[config.mk]
export PLATFORM = sky130hd
export DESIGN_NAME = taus_combiner
export DESIGN_NICKNAME = d
export VERILOG_FILES = /design/src/rtl/taus_pkg.sv /design/src/rtl/taus_fifo.sv /design/src/rtl/taus_combiner.sv
export SDC_FILE = /design/constraint.sdc
export NUM_CORES = 1
export LEC_CHECK = 0
export BUFFER_PORTS_ARGS = -buffer_cell sky130_fd_sc_hd__buf_2
export CAP_MARGIN = 10
export CORE_MARGIN = 10
export CORE_UTILIZATION = 59
export DETAILED_ROUTE_END_ITERATION = 12
export PLACE_DENSITY = 0.95
export SYNTH_ARGS = -nofsm -noshare
export SYNTH_HDL_FRONTEND = slang
export SYNTH_SLANG_ARGS = --single-unit
[constraint.sdc]
create_clock -name clk -period 6 [get_ports clk]
set_clock_uncertainty 0.15 [all_clocks]
set_input_delay 1.2 -clock clk [delete_from_list [all_inputs] [get_ports clk]]
set_output_delay 1.2 -clock clk [all_outputs]
set_load 0.005 [all_outputs]
[src/rtl/taus_pkg.sv]
// Shared definitions for the combined Tausworthe generator output stage.
//   taus_comb_state_t : control state of the combiner (idle / warm-up / run)
//   TAUS_W            : width of every generator word
package taus_pkg;

  localparam int TAUS_W = 32;

  typedef enum logic [1:0] {
    TAUS_IDLE   = 2'd0,
    TAUS_WARMUP = 2'd1,
    TAUS_RUN    = 2'd2
  } taus_comb_state_t;

endpackage

[src/rtl/taus_fifo.sv]
// Synchronous first-word-fall-through FIFO.
// Ports:
//   clk, rst          : clock, asynchronous active-high reset (pointers only)
//   push, din         : write request and data; a push into a full FIFO is
//                       accepted only when a pop happens in the same cycle
//   pop               : read request; ignored while empty
//   dout              : head word, forced to 0 while empty
//   full, empty, count: occupancy status
// Pointers carry one extra wrap bit so full and empty are distinguishable.
module taus_fifo #(
  parameter int W     = 32,
  parameter int DEPTH = 4
) (
  input  logic                     clk,
  input  logic                     rst,
  input  logic                     push,
  input  logic [W-1:0]             din,
  input  logic                     pop,
  output logic [W-1:0]             dout,
  output logic                     full,
  output logic                     empty,
  output logic [$clog2(DEPTH):0]   count
);

  localparam int AW = $clog2(DEPTH);

  logic [W-1:0] mem_q [DEPTH];
  logic [AW:0]  wr_ptr_q, wr_ptr_d;
  logic [AW:0]  rd_ptr_q, rd_ptr_d;
  logic         push_ok;
  logic         pop_ok;

  always_comb begin
    empty   = (wr_ptr_q == rd_ptr_q);
    full    = (wr_ptr_q[AW] != rd_ptr_q[AW]) &&
              (wr_ptr_q[AW-1:0] == rd_ptr_q[AW-1:0]);
    count   = wr_ptr_q - rd_ptr_q;
    pop_ok  = pop && !empty;
    push_ok = push && (!full || pop_ok);
    wr_ptr_d = wr_ptr_q + {{AW{1'b0}}, push_ok};
    rd_ptr_d = rd_ptr_q + {{AW{1'b0}}, pop_ok};
    dout    = empty ? '0 : mem_q[rd_ptr_q[AW-1:0]];
  end

  always_ff @(posedge clk or posedge rst) begin
    if (rst) begin
      wr_ptr_q <= '0;
      rd_ptr_q <= '0;
    end else begin
      wr_ptr_q <= wr_ptr_d;
      rd_ptr_q <= rd_ptr_d;
    end
  end

  // Storage is data only; a stale slot is never visible because dout is
  // masked while empty.
  always_ff @(posedge clk) begin
    if (push_ok) begin
      mem_q[wr_ptr_q[AW-1:0]] <= din;
    end
  end

endmodule

[src/rtl/taus_combiner.sv]
// Output stage of the combined Tausworthe generator.
// XORs the three free-running component words every cycle, discards WARMUP
// samples after each enable, then pushes samples into a FWFT FIFO that is
// drained over a valid/ready handshake. Samples arriving while the FIFO is
// full are dropped (the generators never stall).
// Ports:
//   clk, rst          : clock, asynchronous active-high reset
//   en                : level enable (low returns to IDLE, FIFO kept)
//   s1, s2, s3        : component generator words
//   out_data/out_valid/out_ready : downstream handshake
//   busy              : registered, high in WARMUP or RUN
//   words_out         : saturating delivered-word counter, present only when
//                       the TAUS_COMB_STATS_EN macro is defined
module taus_combiner
  import taus_pkg::*;
#(
  parameter int WARMUP = 16,
  parameter int DEPTH  = 4
) (
  input  logic              clk,
  input  logic              rst,
  input  logic              en,
  input  logic [TAUS_W-1:0] s1,
  input  logic [TAUS_W-1:0] s2,
  input  logic [TAUS_W-1:0] s3,
  output logic [TAUS_W-1:0] out_data,
  output logic              out_valid,
  input  logic              out_ready,
  output logic              busy
`ifdef TAUS_COMB_STATS_EN
  ,
  output logic [TAUS_W-1:0] words_out
`endif
);

  localparam int AW = $clog2(DEPTH);
  localparam int CW = (WARMUP > 1) ? $clog2(WARMUP) : 1;
  localparam logic [CW-1:0] WARM_LOAD = (WARMUP > 0) ? CW'(WARMUP - 1) : '0;
  localparam logic [AW:0]   DEPTH_C   = (AW + 1)'(DEPTH);

  taus_comb_state_t  state_q, state_d;
  logic [CW-1:0]     warm_cnt_q, warm_cnt_d;
  logic              busy_q, busy_d;
  logic [TAUS_W-1:0] sample;
  logic              push;
  logic              pop;
  logic              fifo_full;
  logic              fifo_empty;
  logic [AW:0]       fifo_count;

  always_comb begin
    sample     = s1 ^ s2 ^ s3;
    state_d    = state_q;
    warm_cnt_d = warm_cnt_q;
    case (state_q)
      TAUS_IDLE: begin
        if (en) begin
          if (WARMUP == 0) begin
            state_d = TAUS_RUN;
          end else begin
            state_d    = TAUS_WARMUP;
            warm_cnt_d = WARM_LOAD;
          end
        end
      end
      TAUS_WARMUP: begin
        // Dropping en wins over an expiring counter.
        if (!en) begin
          state_d = TAUS_IDLE;
        end else if (warm_cnt_q == '0) begin
          state_d = TAUS_RUN;
        end else begin
          warm_cnt_d = warm_cnt_q - 1'b1;
        end
      end
      TAUS_RUN: begin
        if (!en) begin
          state_d = TAUS_IDLE;
        end
      end
      default: begin
        state_d = TAUS_IDLE;
      end
    endcase
    busy_d = (state_d != TAUS_IDLE);
  end

  always_ff @(posedge clk or posedge rst) begin
    if (rst) begin
      state_q    <= TAUS_IDLE;
      warm_cnt_q <= '0;
      busy_q     <= 1'b0;
    end else begin
      state_q    <= state_d;
      warm_cnt_q <= warm_cnt_d;
      busy_q     <= busy_d;
    end
  end

  // A full FIFO still accepts a sample when the head leaves in the same cycle.
  always_comb begin
    pop  = out_valid && out_ready;
    push = (state_q == TAUS_RUN) && en &&
           ((fifo_count < DEPTH_C) || (fifo_full && pop));
  end

  taus_fifo #(
    .W     (TAUS_W),
    .DEPTH (DEPTH)
  ) u_fifo (
    .clk   (clk),
    .rst   (rst),
    .push  (push),
    .din   (sample),
    .pop   (pop),
    .dout  (out_data),
    .full  (fifo_full),
    .empty (fifo_empty),
    .count (fifo_count)
  );

  assign out_valid = !fifo_empty;
  assign busy      = busy_q;

`ifdef TAUS_COMB_STATS_EN
  logic [TAUS_W-1:0] words_out_q, words_out_d;

  always_comb begin
    words_out_d = words_out_q;
    if (pop && (words_out_q != '1)) begin
      words_out_d = words_out_q + 1'b1;
    end
  end

  always_ff @(posedge clk or posedge rst) begin
    if (rst) begin
      words_out_q <= '0;
    end else begin
      words_out_q <= words_out_d;
    end
  end

  assign words_out = words_out_q;
`endif

endmodule

### Word-level counts from Yosys, hierarchy flattened

Memory sizes are Yosys's and may differ from the RTL's.
Index checks and enable logic that the tools add are counted.

| cells by class | value |
|---|---|
| add/sub/neg operators | 4 |
| magnitude comparators | 1 |
| equal/unequal tests | 8 |
| mux-type cells | 12 |
| bitwise gates (word level) | 2 |
| reduce and logical (&&, ||, !) cells | 16 |

Operator list:

| cell | count |
|---|---|
| 32-bit XOR | 2 |
| 32-bit 2-to-1 mux | 1 |
| 4-bit 2-to-1 mux | 3 |
| 2-bit 2-to-1 mux | 4 |
| 4-bit case mux with 2 select lines | 1 |
| 1-bit logical AND | 7 |
| 3-bit by 1-bit adder with 3-bit output | 2 |
| 2-bit inequality test, second input constant | 3 |
| 2-bit case mux with 3 select lines | 1 |
| 4-bit zero test | 1 |
| 4-bit AND reduction | 1 |
| 2-bit nonzero test | 2 |
| 4-bit by 1-bit subtractor with 4-bit output, second input constant | 1 |
| 3-bit == test | 1 |
| 3-bit < comparator, second input constant | 1 |
| 3-bit subtractor | 1 |
| 2-bit by 1-bit == test with 1-bit output, second input constant | 1 |
| 2-bit == test | 1 |
| 2-bit == test, second input constant | 1 |
| 1-bit zero test | 2 |
| 2-bit zero test | 1 |
| 1-bit logical OR | 2 |
| 1-bit 2-to-1 mux | 2 |
| 1-bit inequality test | 1 |

| storage, ports and cells | value |
|---|---|
| flip-flop bits (word level) | 13 |
| bits in writable memories | 128 |
| output and inout port bits | 34 |
| word-level logic and storage cells | 49 |
| memories | 1 |

Memory list:

| name | depth | bits a word | read ports | clocked after Yosys merged registers in | wr ports | line | RTL |
|---|---|---|---|---|---|---|---|
| u_fifo.mem_q | 4 | 32 | 1 | 0 | 1 | taus_fifo.sv:27 | `logic [W-1:0] mem_q [DEPTH];` |

### Longest topological paths before layout

| logic depth | value |
|---|---|
| depth in word-level cells | 9 |
| depth in mapped cells | 10 |
| gate-level depth less buffers | 8 |

### Modules after synthesis

A second synthesis with hierarchy kept.

| unflattened totals | value |
|---|---|
| cell total of the unflattened synthesis | 346 |
| area, all modules | 6264.8 um2 |

By module, submodules not included:

| module | instances | cells an instance | area an instance (um2) |
|---|---|---|---|
| taus_fifo | 1 | 245 | 5335.1 |
| taus_combiner | 1 | 101 | 929.6 |

### Worst setup path after synthesis

OpenSTA, ideal clock, no wires.

| timing | value |
|---|---|
| kind | input to register |
| start point | input en |
| end point | memory u_fifo.mem_q[0][0] (enable) |
| setup time | 0.432 ns |
| arrival time | 3.254 ns |
| data required time | 5.418 ns |
| path slack | 2.164 ns |
| cell stages on the path | 3 |
| buffers on the path | 0 |
| cell sequence | nor4bb_1 o311ai_0 a21oi_1 |

| between the ends | value |
|---|---|
| cells in the longest elaborated chain, start to end | 5 |

Ends and longest elaborated chain:

| item | line | RTL |
|---|---|---|
| start, declared | taus_combiner.sv:22 | `input logic en,` |
| 1-bit logical AND (2 in a row) | taus_combiner.sv:103 | `push = (state_q == TAUS_RUN) && en &&` |
| 1-bit logical AND | taus_fifo.sv:39 | `push_ok = push && (!full \|\| pop_ok);` |
| 1-bit 2-to-1 mux | taus_fifo.sv:58 | `if (push_ok) begin` |
| 1-bit 2-to-1 mux (not written as such) | taus_fifo.sv:59 | `mem_q[wr_ptr_q[AW-1:0]] <= din;` |
| end, declared | taus_fifo.sv:27 |  |

Every way passes these cells.

### Worst setup path in the final report

| timing | value |
|---|---|
| start point | register u_fifo.rd_ptr_q[0] |
| end point | output out_data[31] |

| between the ends | value |
|---|---|
| cells in the longest elaborated chain, start to end | 2 |
| elaborated cells between the ends (all ways) | 3 |
| those cells by class | 1 x eq/ne; 1 x mux; 1 x memory |

Ends and longest elaborated chain:

| item | line | RTL |
|---|---|---|
| start, declared | taus_fifo.sv:29 | `logic [AW:0] rd_ptr_q, rd_ptr_d;` |
| start signal, assigned | taus_fifo.sv:51 | `rd_ptr_q <= rd_ptr_d;` |
| memory read 4 x 32 bit or 3-bit == test (tied branches) | n/a |  |
| 32-bit 2-to-1 mux (*) | taus_fifo.sv:42 | `dout = empty ? '0 : mem_q[rd_ptr_q[AW-1:0]];` |
| end, declared | taus_combiner.sv:26 | `output logic [TAUS_W-1:0] out_data,` |

Mark *: on every way between the ends. The rest lies on a longest branch, timed or not.

==> summary.md <==
| Metric | Value |
|---|---|
| Final hold vios | 0 |
| Placed cell area | 7240 um2 |
| Sink Count | 141 |
| DR DRC count | 0 |
| Worst hold stages | 1 |
| H-Tree Level Count | 4 |
| # port buffers | 133 |
| Critical path arrival | 3.40 ns |
| IO Pins | 134 |
| First DRT Iteration DRCs | 213 |
| HPWL after detailed placement | 7.90 mm |
| Drt via density | 5.41 |
| Pwr dens | 414 nW/um2 |
| EDFF count, synth | 128 |
| Reg2Reg Setup Slack | 2.36 ns |
| Die ar. | 15500 um2 |
| Worst reg2reg endpoint | u_fifo.mem_q[2][4] |
| CTS tree | yes |
| Worst-path clk slew | 0.06 ns |
| Syn. warnings | 0 |
| Fin crit period | 4.75 ns |
| Routed len/inst | 19.3 um |
| Post-CTS Resized | 0 |
| Vias in the first global route | 3898 |
| Top-count cell post-synth | edfxtp_1 |
| Worst Hold End | u_fifo.rd_ptr_q[2] |
| Fin nets | 588 |
| Final Setup Violations | 0 |
| Diodes inserted | 0 |
| Routed WL | 12.2 mm |
| Routed Antenna Nets | 0 |
| CTS Root Cell | clkbuf_8 |
| Synth Flop Type | edfxtp_1 |
| Initial antenna violation count | 0 |
| Clk buf depth | 2 |
| Ys async rst share | 0.0922 |
| Origin of the worst min-delay path | u_fifo.rd_ptr_q[2] |
| Vias | 3431 |
| Seq/Total Area, Yosys | 0.646 |
| Fin. max-slew vios | 0 |
| Worst-margin pin slew | 1.20 ns |
| Min-Delay Path Class | reg -> reg |
| Final instance area | 7860 um2 |
| Tcrit/Tclk final | 0.792 |
| Status | complete, no violations |
| Tot Pwr | 3260 uW |
| Max VDD drop | 0.248 mV |
| Synthesized net count | 445 |
| Crit Path Max Fanout | 34 |
| Routability Congestion | 0.751 |
| Syn-to-layout area delta | 21.8% |
| Unrepaired setup endpoints after global routing | no |
| Area leader, netlist | edfxtp_1 |
| Clock buffer count from CTS | 17 |
| Avg Synthesized Cell Area | 19.1 um2 |
| Largest net degree at the start of global routing | 35 |
| First-pass GRT wire length | 19.3 mm |
| Footprint of the multi-input gates | 2180 um2 |
| Critical Path Source Type | flip-flop |
| Share of cells above drive strength 1 | 0.480 |
| CP endpoint kind | output port |
| Distinct cells, synth | 36 |
| Site Rows | 38 |
| Post-CTS setup buffers | 0 |
| Initial Util | 0.598 |
| Area share of the leading cell type in the synthesized netlist | 0.595 |
| Area contributors post-synth | edfxtp_1, mux4_2, xnor2_1 |
| Clk_lat worst skew | 0.53 ns |
| Total gr overflow | 0 |
| Gr usage total | 0.159 |
| Synthesized area | 6460 um2 |
| Leakage | 0.00294 uW |
| Gate Count Post-Synth | 338 |
| FF+latch area | 4170 um2 |
| Final core utilization | 0.728 |
| Top cells by count, synth | edfxtp_1, xnor2_1, mux4_2, nor2b_4, dfrtp_1 |
| Fmax | 210 MHz |
| MaxCap Viol Count | 0 |
| Worst Path Required | 4.65 ns |
| Critical path type | reg -> out |
| Die H | 125 um |
| Hold_ws | 0.374 ns |
| Fillcell total | 647 |
| FF-to-FF path depth | 5 |
| Die Wd | 125 um |
| Slew margin rel. | 0.198 |
| Drt first pass iters | 5 |
| FF+latch count, synth | 141 |
| Reg2reg start | u_fifo.rd_ptr_q[1] |
| Setup TNS | 0 ns |
| Core area | 10800 um2 |
| Hold-fix buffers at CTS | 0 |
## per-stage QoR
step	instances	worst slack (ns)
4_1_cts	633	1.14
3_5_place_dp	601	1.74
6_report	634	1.25
5_1_grt	634	0.983
3_3_place_gp	601	1.81
2_1_floorplan	338	2.16
## worst max path at each step
stage | start | endpoint | cells past startpoint
after floorplan | en | u_fifo.mem_q[0][0] | 3
after global placement | u_fifo.rd_ptr_q[0] | out_data[0] | 6
after detailed placement | u_fifo.rd_ptr_q[0] | out_data[31] | 6
after CTS | u_fifo.rd_ptr_q[0] | out_data[31] | 6
after global routing | u_fifo.rd_ptr_q[0] | out_data[31] | 6
final | u_fifo.rd_ptr_q[0] | out_data[31] | 6
## layout by cell type, fill, tap and decap left out, types with 7 or more instances in the layout
cell type,instances
inv_1,9
xnor2_1,64
nor2b_4,30
buf_2,133
ha_1,7
mux4_2,30
dfrtp_1,11
edfxtp_1,128
clkbuf_16,16
## critical path: stages, from the launching register on
cell     delay [ns]
dfrtp_2        1.12
ha_1           0.31
nand2_1        0.09
nor2_4         0.75
buf_12         0.32
nor2b_1        0.09
buf_2          0.13
## where the power goes
| group | internal [uW] | switching, uW |
|---|---|---|
| Combinational | 570 | 396 |
| Sequential | 1120 | 126 |
| Clock | 667 | 379 |
| Total | 2360 | 900 |
## metal layers
layer | vias to the layer above | wire length [um] | GRT usage
met3 | 24 | 746 | 0.0630
met5 | - | 0 | 0
li1 | 1577 | - | -
met4 | 0 | 295 | 0.0713
met1 | 1692 | 4780 | 0.167
met2 | 138 | 6430 | 0.275
## sequential cells by signal, summed over array words and instances (netlist names)
signal / cells
busy: 1
u_fifo.wr_ptr_q: 3
u_fifo.mem_q: 128
state_q: 2
warm_cnt_q: 4
u_fifo.rd_ptr_q: 3
## cell type report
cell class                      count  area share
Clock inverter                     14      0.0223
Sequential cell                   141       0.531
Tap cell                          140      0.0223
Timing Repair Buffer              135      0.0907
Inverter                            9     0.00430
Multi-Input combinational cell    177       0.277
Clock buffer                       18      0.0532
## cell families (layout without fill, tap and decap cells)
family | count (synthesis) | after routing | synth area share
flip-flops | 141 | 141 | 0.646
multiplexers | 34 | 34 | 0.116
adder cells (fa/ha/maj) | 7 | 7 | 0.0136
XOR/XNOR | 67 | 67 | 0.0920
buffers and inverters | 20 | 176 | 0.0244
AO/OA/AOI/OAI | 17 | 17 | 0.0207
AND/OR/NAND/NOR | 52 | 52 | 0.0874
No activity file was read; power rests on OpenSTA's default activity.
